==> src/rtl/seg_pkg.sv <==
// Shared types, constants and the leading-zero mask helper for the 7-segment scan driver.
package seg_pkg;

   localparam int unsigned MAX_DIGITS = 8;
   localparam int unsigned MAX_BITS   = 4 * MAX_DIGITS;
   localparam logic [3:0]  BLANK_CODE = 4'hF;

   typedef enum logic {
      SHOW = 1'b0,
      GAP  = 1'b1
   } state_e;

   // Bit k set when digit k is a leading zero: k>0 and digits k..n-1 are all zero.
   function automatic logic [MAX_DIGITS-1:0] lz_mask(input logic [MAX_BITS-1:0] shadow,
                                                     input int                  n);
      logic [MAX_DIGITS-1:0] mask;
      logic                  all_zero;
      mask     = '0;
      all_zero = 1'b1;
      for (int k = MAX_DIGITS - 1; k >= 0; k--) begin
         if (k < n) begin
            all_zero      = all_zero & (shadow[5'(4 * k) +: 4] == 4'h0);
            mask[3'(k)]   = all_zero & (k > 0);
         end
      end
      return mask;
   endfunction

endpackage

==> src/rtl/seg_scan_driver_scan_timer.sv <==
// Loadable down-counter that flags the last cycle of a SHOW or GAP interval.
module scan_timer #(
   parameter int unsigned W = 4
) (
   input  logic         clk,
   input  logic         rst_n,
   input  logic         load_en,
   input  logic [W-1:0] load_val,
   output logic [W-1:0] count,
   output logic         tc_c
);

   logic [W-1:0] count_q;
   logic [W-1:0] count_d;

   always_comb begin
      count_d = count_q;
      if (load_en) begin
         count_d = load_val;
      end else if (count_q > W'(1)) begin
         count_d = count_q - W'(1);
      end
   end

   always_ff @(posedge clk or negedge rst_n) begin
      if (!rst_n) begin
         count_q <= '0;
      end else begin
         count_q <= count_d;
      end
   end

   assign count = count_q;
   assign tc_c  = (count_q == W'(1));

endmodule

==> src/rtl/seg_scan_driver.sv <==
// Multiplexed common-anode 7-segment scanner with double-buffered BCD value,
// leading-zero blanking and an all-off gap between digits.
module seg_scan_driver
   import seg_pkg::*;
#(
   parameter int unsigned NUM_DIGITS = 4,
   parameter int unsigned SCAN_DIV   = 50000,
   parameter int unsigned GAP_CYC    = 500
) (
   input  logic                    clk,
   input  logic                    rst_n,
   input  logic [4*NUM_DIGITS-1:0] bcd_in,
   input  logic                    load,
   input  logic                    blank_lz,
   output logic [3:0]              digit_num,
   output logic [NUM_DIGITS-1:0]   digit_sel,
   output logic                    frame_tick
);

   localparam int unsigned MAX_CNT = (SCAN_DIV > GAP_CYC) ? SCAN_DIV : GAP_CYC;
   localparam int unsigned TW      = $clog2(MAX_CNT + 1);
   localparam int unsigned IDX_W   = $clog2(NUM_DIGITS);
   localparam int unsigned DW      = 4 * NUM_DIGITS;

   localparam logic [TW-1:0]         SHOW_LEN = TW'(SCAN_DIV);
   localparam logic [TW-1:0]         GAP_LEN  = TW'(GAP_CYC);
   localparam logic [IDX_W-1:0]      LAST_IDX = IDX_W'(NUM_DIGITS - 1);
   localparam logic [NUM_DIGITS-1:0] SEL_ONE  = {{(NUM_DIGITS-1){1'b0}}, 1'b1};
   localparam bit                    NO_GAP   = (GAP_CYC == 0);

   state_e                  state_q, state_d;
   logic [IDX_W-1:0]        idx_q, idx_d;
   logic [DW-1:0]           pend_q, pend_d;
   logic                    pend_valid_q, pend_valid_d;
   logic [DW-1:0]           shadow_q, shadow_d;
   logic [NUM_DIGITS-1:0]   sel_q, sel_d;
   logic [3:0]              num_q, num_d;
   logic                    tick_q, tick_d;

   logic                    t_load;
   logic [TW-1:0]           t_val;
   logic [TW-1:0]           t_count;
   logic                    t_tc;
   logic                    enter_show;
   logic                    frame_start;

   logic [MAX_BITS-1:0]     shadow_ext;
   logic [MAX_DIGITS-1:0]   lz;
   logic [2:0]              digit_pos;
   logic [3:0]              code;

   scan_timer #(.W(TW)) u_timer (
      .clk      (clk),
      .rst_n    (rst_n),
      .load_en  (t_load),
      .load_val (t_val),
      .count    (t_count),
      .tc_c     (t_tc)
   );

   // Scan sequencing and double-buffer handover.
   always_comb begin
      state_d      = state_q;
      idx_d        = idx_q;
      pend_d       = pend_q;
      pend_valid_d = pend_valid_q;
      shadow_d     = shadow_q;
      t_load       = 1'b0;
      t_val        = '0;
      enter_show   = 1'b0;
      frame_start  = 1'b0;

      case (state_q)
         SHOW: begin
            if (t_tc) begin
               if (NO_GAP) begin
                  enter_show = 1'b1;
               end else begin
                  state_d = GAP;
                  t_load  = 1'b1;
                  t_val   = GAP_LEN;
               end
            end
         end
         GAP: begin
            // A zero count in GAP only occurs straight out of reset; arm the gap then.
            if (t_tc || (NO_GAP && (t_count == '0))) begin
               enter_show = 1'b1;
            end else if (t_count == '0) begin
               t_load = 1'b1;
               t_val  = GAP_LEN;
            end
         end
         default: begin
            state_d = GAP;
         end
      endcase

      if (enter_show) begin
         state_d = SHOW;
         idx_d   = (idx_q == LAST_IDX) ? '0 : idx_q + IDX_W'(1);
         t_load  = 1'b1;
         t_val   = SHOW_LEN;
      end

      frame_start = enter_show && (idx_d == '0);

      if (frame_start && pend_valid_q) begin
         shadow_d     = pend_q;
         pend_valid_d = 1'b0;
      end

      // A load coinciding with the handover lands in pending for the following frame.
      if (load) begin
         pend_d       = bcd_in;
         pend_valid_d = 1'b1;
      end
   end

   // Output selection for the state being entered.
   always_comb begin
      shadow_ext = MAX_BITS'(shadow_d);
      lz         = lz_mask(shadow_ext, int'(NUM_DIGITS));
      digit_pos  = 3'(idx_d);
      code       = shadow_ext[{digit_pos, 2'b00} +: 4];
      sel_d      = '1;
      num_d      = BLANK_CODE;
      tick_d     = frame_start;
      if (state_d == SHOW) begin
         sel_d = ~(SEL_ONE << idx_d);
         num_d = (blank_lz && lz[digit_pos]) ? BLANK_CODE : code;
      end
   end

   always_ff @(posedge clk or negedge rst_n) begin
      if (!rst_n) begin
         state_q      <= GAP;
         idx_q        <= LAST_IDX;
         pend_q       <= '0;
         pend_valid_q <= 1'b0;
         shadow_q     <= '1;
         sel_q        <= '1;
         num_q        <= BLANK_CODE;
         tick_q       <= 1'b0;
      end else begin
         state_q      <= state_d;
         idx_q        <= idx_d;
         pend_q       <= pend_d;
         pend_valid_q <= pend_valid_d;
         shadow_q     <= shadow_d;
         sel_q        <= sel_d;
         num_q        <= num_d;
         tick_q       <= tick_d;
      end
   end

   assign digit_sel  = sel_q;
   assign digit_num  = num_q;
   assign frame_tick = tick_q;

endmodule

==> config.mk <==
export PLATFORM = sky130hd
export DESIGN_NAME = seg_scan_driver
export DESIGN_NICKNAME = d
export VERILOG_FILES = /design/src/rtl/seg_pkg.sv /design/src/rtl/seg_scan_driver_scan_timer.sv /design/src/rtl/seg_scan_driver.sv
export SDC_FILE = /design/constraint.sdc
export NUM_CORES = 1
export LEC_CHECK = 0
export ABC_AREA = 1
export BUFFER_PORTS_ARGS = -buffer_cell sky130_fd_sc_hd__buf_2
export CORE_MARGIN = 1.5
export CORE_UTILIZATION = 35
export CTS_CLUSTER_SIZE = 16
export DETAILED_ROUTE_END_ITERATION = 8
export PLACE_DENSITY = 0.6
export SLEW_MARGIN = 20
export SYNTH_ARGS = -nofsm -noshare
export SYNTH_HDL_FRONTEND = slang
export SYNTH_SLANG_ARGS = --single-unit
==> constraint.sdc <==
create_clock -name clk -period 6.6 [get_ports clk]
set_input_delay 0.33 -clock clk [delete_from_list [all_inputs] [get_ports clk]]
set_output_delay 0.33 -clock clk [all_outputs]
set_load 0.05 [all_outputs]
==> results of run 1 <==
## path summary, 6_finish.rpt
path,cells past startpoint,slack [ps],endpoint,start
worst max register to register,15,3870,digit_num[0]$_DFF_PN1_,u_timer.count[8]$_DFFE_PN0P_
worst min-delay path,2,120,u_timer.count[12]$_DFFE_PN0P_,rst_n
worst max-delay path,15,3870,digit_num[0]$_DFF_PN1_,u_timer.count[8]$_DFFE_PN0P_
worst min register to register,2,480,pend_q[11]$_DFFE_PN0P_,pend_q[11]$_DFFE_PN0P_
min in group clk,3,190,pend_q[9]$_DFFE_PN0P_,bcd_in[9]
max in group asynchronous,2,5950,pend_q[2]$_DFFE_PN0P_,rst_n
## cell usage after synthesis (2+ instances only)
master,number,area share
clkbuf_1,4,0.0053
nand2_1,104,0.14
nand3_1,12,0.021
nor3_1,13,0.023
nor2_1,40,0.053
a21oi_1,6,0.011
dfrtp_1,34,0.30
inv_1,37,0.049
ha_1,5,0.022
xor2_1,5,0.015
o21ai_1,8,0.014
nand2_2,2,0.0044
xnor2_1,3,0.0092
o21ai_0,18,0.032
o21ai_2,2,0.0061
dfstp_2,27,0.25
nand4_1,7,0.015
## sequential cells by signal (all words and copies together), names as in the netlist
| register | count |
|---|---|
| pend_valid_q | 1 |
| shadow_q | 16 |
| pend_q | 16 |
| u_timer.count | 16 |
| frame_tick | 1 |
| idx_q | 2 |
| digit_sel | 4 |
| state_q | 1 |
| digit_num | 4 |
## worst max-delay path, cell delays in order, from the launching register on
cell     delay, ps
dfrtp_1        400
nor2_1         240
nand2_1        130
nor2_1         160
nand2_1        110
nor2_1         100
ha_1           280
inv_2          150
nor2_8         160
nand3_4        260
o21ai_1        310
nor2_1          70
nand2_1         70
nand2_1         60
nand3_2        100
nand2_1         60
## routing by layer
| layer | vias up | wire, um | GRT usage |
|---|---|---|---|
| li1 | 1140 | - | - |
| met1 | 980 | 2980 | 0.210 |
| met2 | 49 | 2390 | 0.218 |
| met3 | 15 | 239 | 0.0341 |
| met4 | 0 | 149 | 0.0884 |
| met5 | - | 0 | 0 |
## metrics by stage
step                total power, mW  instance area [sq um]  instances   util  setup WS (ps)
global placement              0.420                   3100        463  0.397           3990
detailed placement            0.421                   3100        463  0.397           3850
finish                        0.839                   3360        479  0.430           3870
global route                  0.872                   3360        479  0.430           3400
CTS                           0.850                   3360        479  0.430           3830
floorplan                     0.404                   2850        338      -           4300
## layout make-up
cell class,count,area (sq um)
Sequential cell,61,1560
Multi-Input combinational cell,233,1120
Inverter,38,143
Fill cell,796,4450
Tap cell,102,128
Clock inverter,3,90.1
Timing Repair Buffer,29,148
Clock buffer,13,169
## power by group through the flow
| stage | logic, mW | clock network (mW) | registers (mW) |
|---|---|---|---|
| final | 0.0254 | 0.425 | 0.388 |
| after global routing | 0.0310 | 0.453 | 0.389 |
| after CTS | 0.0266 | 0.435 | 0.388 |
| after detailed placement | 0.0265 | 0 | 0.394 |
| after global placement | 0.0258 | 0 | 0.394 |
| after floorplan | 0.0109 | 0 | 0.393 |
## logic make-up after synthesis
kind of cell    share of synthesized area
xor+xnor                           0.0246
compound gates                     0.0737
simple gates                        0.272
fa+ha+maj                          0.0219
buf+inv                            0.0610
flops                               0.547
==> results.txt, run 1 <==
Clk_skew = 11.4 ps
Clk buf depth = 2
First-pass DRT Iterations = 4
Top Ports = 29
Syn_nets = 363
Post-CTS sizing = 0
Die Span X = 93.3 um
Distinct cells, synth = 28
Slew Limit Fails = 0
Mapped Area = 2850 sq um
Effective utilization at floorplan = 0.365
Input/output buffers = 28
Setup_tns = 0 ps
Internal Pwr Total = 0.674 mW
H-tree depth = 3
DR vias = 2,184
Fmax = 366 MHz
Remaining DRCs = 0
Sequential power share = 0.463
CP endpoint kind = flop
ANT cells = 0
Cells after synthesis = 338
Worst-path fanout max = 27
#FFs+latches synth = 61
Data required time of the worst path = 6870 ps
Total of max-cap violations = 0
DR WL/cell = 12.0 um
Total track usage = 0.152
First-pass GRT wire length = 10.1 mm
Clock Pin Slew Worst Setup and Hold Paths = 70 ps
Measured slew at the worst slew-check pin = 762 ps
Clock Power Share = 0.507
Total gr overflow = 0
Async set-reset flop share out of synthesis = 1.00
Final Hold Viols = 0
Largest net degree at the start of global routing = 62
Slew headroom = 0.492
Die area = 8700 sq um
Gate power share = 0.030
Synthesized area per cell = 8.44 sq um
Worst hold slack = 125 ps
CTS tree = done
Clock Latency Late Sink = 340 ps
RSZ-0062 raised after global routing = no
Antenna viol nets, final = 0
Placer Congestion = 0.897
DP HPWL = 4.14 mm
Synth warn = 0
Initial antenna violation count = 0
CTS Root Cell = clkbuf_8
Final Cycle Share = 0.414
Worst Setup Start Kind = flop
CP Class = reg -> reg
Setup Buffers After CTS = 0
Outcome = complete, no violations
Leak = 1.75 nW
Die H = 93.3 um
Most common flop cell mapped by yosys = dfrtp_1
Number of global-route vias before repair = 2,179
Critical Path AT = 3000 ps
Vias per cell = 4.56
Initial DRC count = 147
WL final = 5.77 mm
CTS sink count = 61
Sw frac = 0.196
Area growth from synthesis to layout = 17.6%
Most common cell after layout, fill and taps aside = nand2_1
Switching power = 0.164 mW
# nets final = 397
Max IR drop VDD = 0.0916 mV
Row cnt = 32
Power Dens Cells = 250 nW/um^2
HP Class = in -> async
Most frequent cells in the layout = nand2_1 (104), nor2_1 (40), inv_1 (37), dfrtp_1 (34), buf_2 (28)
Placeable Area = 7810 sq um
Share of layout cells above drive strength 1 = 0.212
CTS buffer count = 9
Final setup fails = 0
EDFF count, synth = 0
Sequential fraction of the synthesis area = 0.547
# hold bufs at CTS = 0
Crit path time final = 2730 ps
Note: power is estimated with default switching activity, not from simulation.
==> inputs of run 2 (changes only) <==
Clock period 6.6 ns to 2.66 ns, I/O delays scaled along.
==> run 2 against run 1 <==
Count of clock-buffer cells in the layout fell by 3. Sequential share of layout area fell by 3.1 points. Utilization rose by 3.1 points. Critical endpoint is now digit_num[2]$_DFF_PN1_. Largest cell class unchanged. Largest power group is now registers.
==> results.txt, run 2 (same netlist as run 1, synthesis figures left out) <==
ANT cells = 0
Input/output buffers = 28
# nets final = 422
Effective utilization at floorplan = 0.365
DR vias = 2,318
Total track usage = 0.152
First-pass GRT wire length = 10.2 mm
Leak = 1.84 nW
Fin util = 0.461
Most common cell after layout, fill and taps aside = nand2_1
HP Class = in -> reg
Most frequent cells in the layout = nand2_1 (104), inv_1 (37), nor2_1 (35), dfrtp_1 (34), buf_2 (28)
Critical Path AT = 2700 ps
Worst path max stage delay = 400 ps
Die area = 8700 sq um
CTS buffer count = 9
Final Hold Viols = 0
Data required time of the worst path = 2920 ps
Crit-path leading delay family = simple AND/OR/NAND/NOR gates
Final Cycle Share = 0.915
Hold EP = pend_q[6]$_DFFE_PN0P_
Clk_skew = 6.22 ps
Number of global-route vias before repair = 2,227
Row cnt = 32
Hold Path Origin = bcd_in[6]
Placeable Area = 7810 sq um
Total gr overflow = 0
CTS sink count = 61
Clk buf depth = 2
Vias per cell = 4.60
Reg2Reg Launch Point = u_timer.count[11]$_DFFE_PN0P_
Measured slew at the worst slew-check pin = 655 ps
CP bufs+invs = 2
Crit path time final = 2430 ps
Outcome = complete, no violations
Power Dens Cells = 544 nW/um^2
H-tree depth = 3
Slew headroom = 0.563
Flop-to-flop setup slack = 230 ps
Initial DRC count = 121
Slew Limit Fails = 0
Worst Hold Depth = 3
Clock Pin Slew Worst Setup and Hold Paths = 70 ps
Clock Latency Late Sink = 340 ps
RR Endpoint = digit_num[2]$_DFF_PN1_
Die Span X = 93.3 um
WL final = 6.16 mm
Worst-path fanout max = 7
CP endpoint kind = flop
CTS tree = done
Total of max-cap violations = 0
Worst path cell trace = nor2_1 -> nand2_1 -> nor2_2 -> nand2_1 -> nor2_1 -> ha_2 -> inv_2 -> nor2_8 -> buf_4 -> nand4_1 -> nand2_1 -> nor2_1 -> nand3_1 -> nand2_1 -> nand3_2 -> nand2_1
Antenna viol nets, final = 0
Die H = 93.3 um
Area growth from synthesis to layout = 26.1%
Max IR drop VDD = 0.289 mV
Remaining DRCs = 0
Final setup fails = 0
Largest net degree at the start of global routing = 35
CP Class = reg -> reg
Worst Setup Start Kind = flop
CP max-delay cell = dfrtp_1
DP HPWL = 4.23 mm
CTS Root Cell = clkbuf_8
Fmax = 411 MHz
Worst-case reg-to-reg path depth = 16
Share of layout cells above drive strength 1 = 0.251
FILL cells = 784
Placer Congestion = 0.851
First-pass DRT Iterations = 4
CP dominant cell by count = nand2_1
Total power = 1.96 mW
Top Ports = 29
DR WL/cell = 12.2 um
Initial antenna violation count = 0
[run 2: cell count changes in the layout (fill, tap and decap cells not counted), moves of 2 or more]
cell / delta
nor2_1: -5
clkinv_2: +2
o21ai_2: +2
nor2_2: +5
dlygate4sd3_1: +13
nand3_4: +2
clkbuf_8: -2
buf_4: +8
[run 2: how the worst max path moves through the flow]
stage | from | endpoint | slack (ps) | cells past startpoint
6_report | u_timer.count[11]$_DFFE_PN0P_ | digit_num[2]$_DFF_PN1_ | 230 | 16
5_1_grt | u_timer.count[11]$_DFFE_PN0P_ | digit_num[3]$_DFF_PN1_ | -20 | 16
4_1_cts | u_timer.count[11]$_DFFE_PN0P_ | digit_num[2]$_DFF_PN1_ | 90 | 15
3_5_place_dp | u_timer.count[11]$_DFFE_PN0P_ | digit_num[2]$_DFF_PN1_ | 120 | 15
3_3_place_gp | u_timer.count[11]$_DFFE_PN0P_ | digit_num[2]$_DFF_PN1_ | 220 | 15
2_1_floorplan | u_timer.count[8]$_DFFE_PN0P_ | digit_num[2]$_DFF_PN1_ | 360 | 15
[run 2: worst min-delay path: stages]
cell and delay, ps:
buf_2 70, nand2_1 50, nand2_1 50
[run 2: cell type report]
cell class	count	area, sq um	area share
inverter	38	143	0.0396
clock buffer	10	138	0.0382
multi-input combinational	236	1190	0.330
sequential	61	1560	0.434
timing repair buffer	51	358	0.0994
tap	102	128	0.0355
clock inverter	6	86.3	0.0240
[run 2: timing repair]
action	in CTS	in global routing
buffers inserted	0	4
gates resized for setup	0	11
endpoints found under the setup margin	0	4
hold buffers	13	0
endpoints found under the hold margin	36	0
[run 2: power breakdown]
part           switching (mW)  leakage, nW  total, mW  internal, mW
clock network           0.364        0.112      0.915         0.551
logic                  0.0444         1.01     0.0799        0.0355
registers              0.0115        0.720      0.963         0.951
total                   0.420         1.84       1.96          1.54
[run 2: routing by layer]
layer	up-vias	routed length, um	global-route usage
met1	1063	2980	0.206
met5	-	0	0
met4	0	69	0.0568
met2	53	2830	0.231
met3	6	284	0.0431
li1	1196	-	-
[run 2: metrics by stage]
step	std cells	setup slack, ps	instance area, sq um	hold slack (ps)	setup TNS [ps]
after floorplan	338	359	2850	-163	0
after global placement	468	220	3150	207	0
after detailed placement	468	115	3150	206	0
after CTS	497	85.1	3500	1.35	0
after global routing	504	-18.8	3600	6.71	-52.6
final	504	226	3600	4.37	0
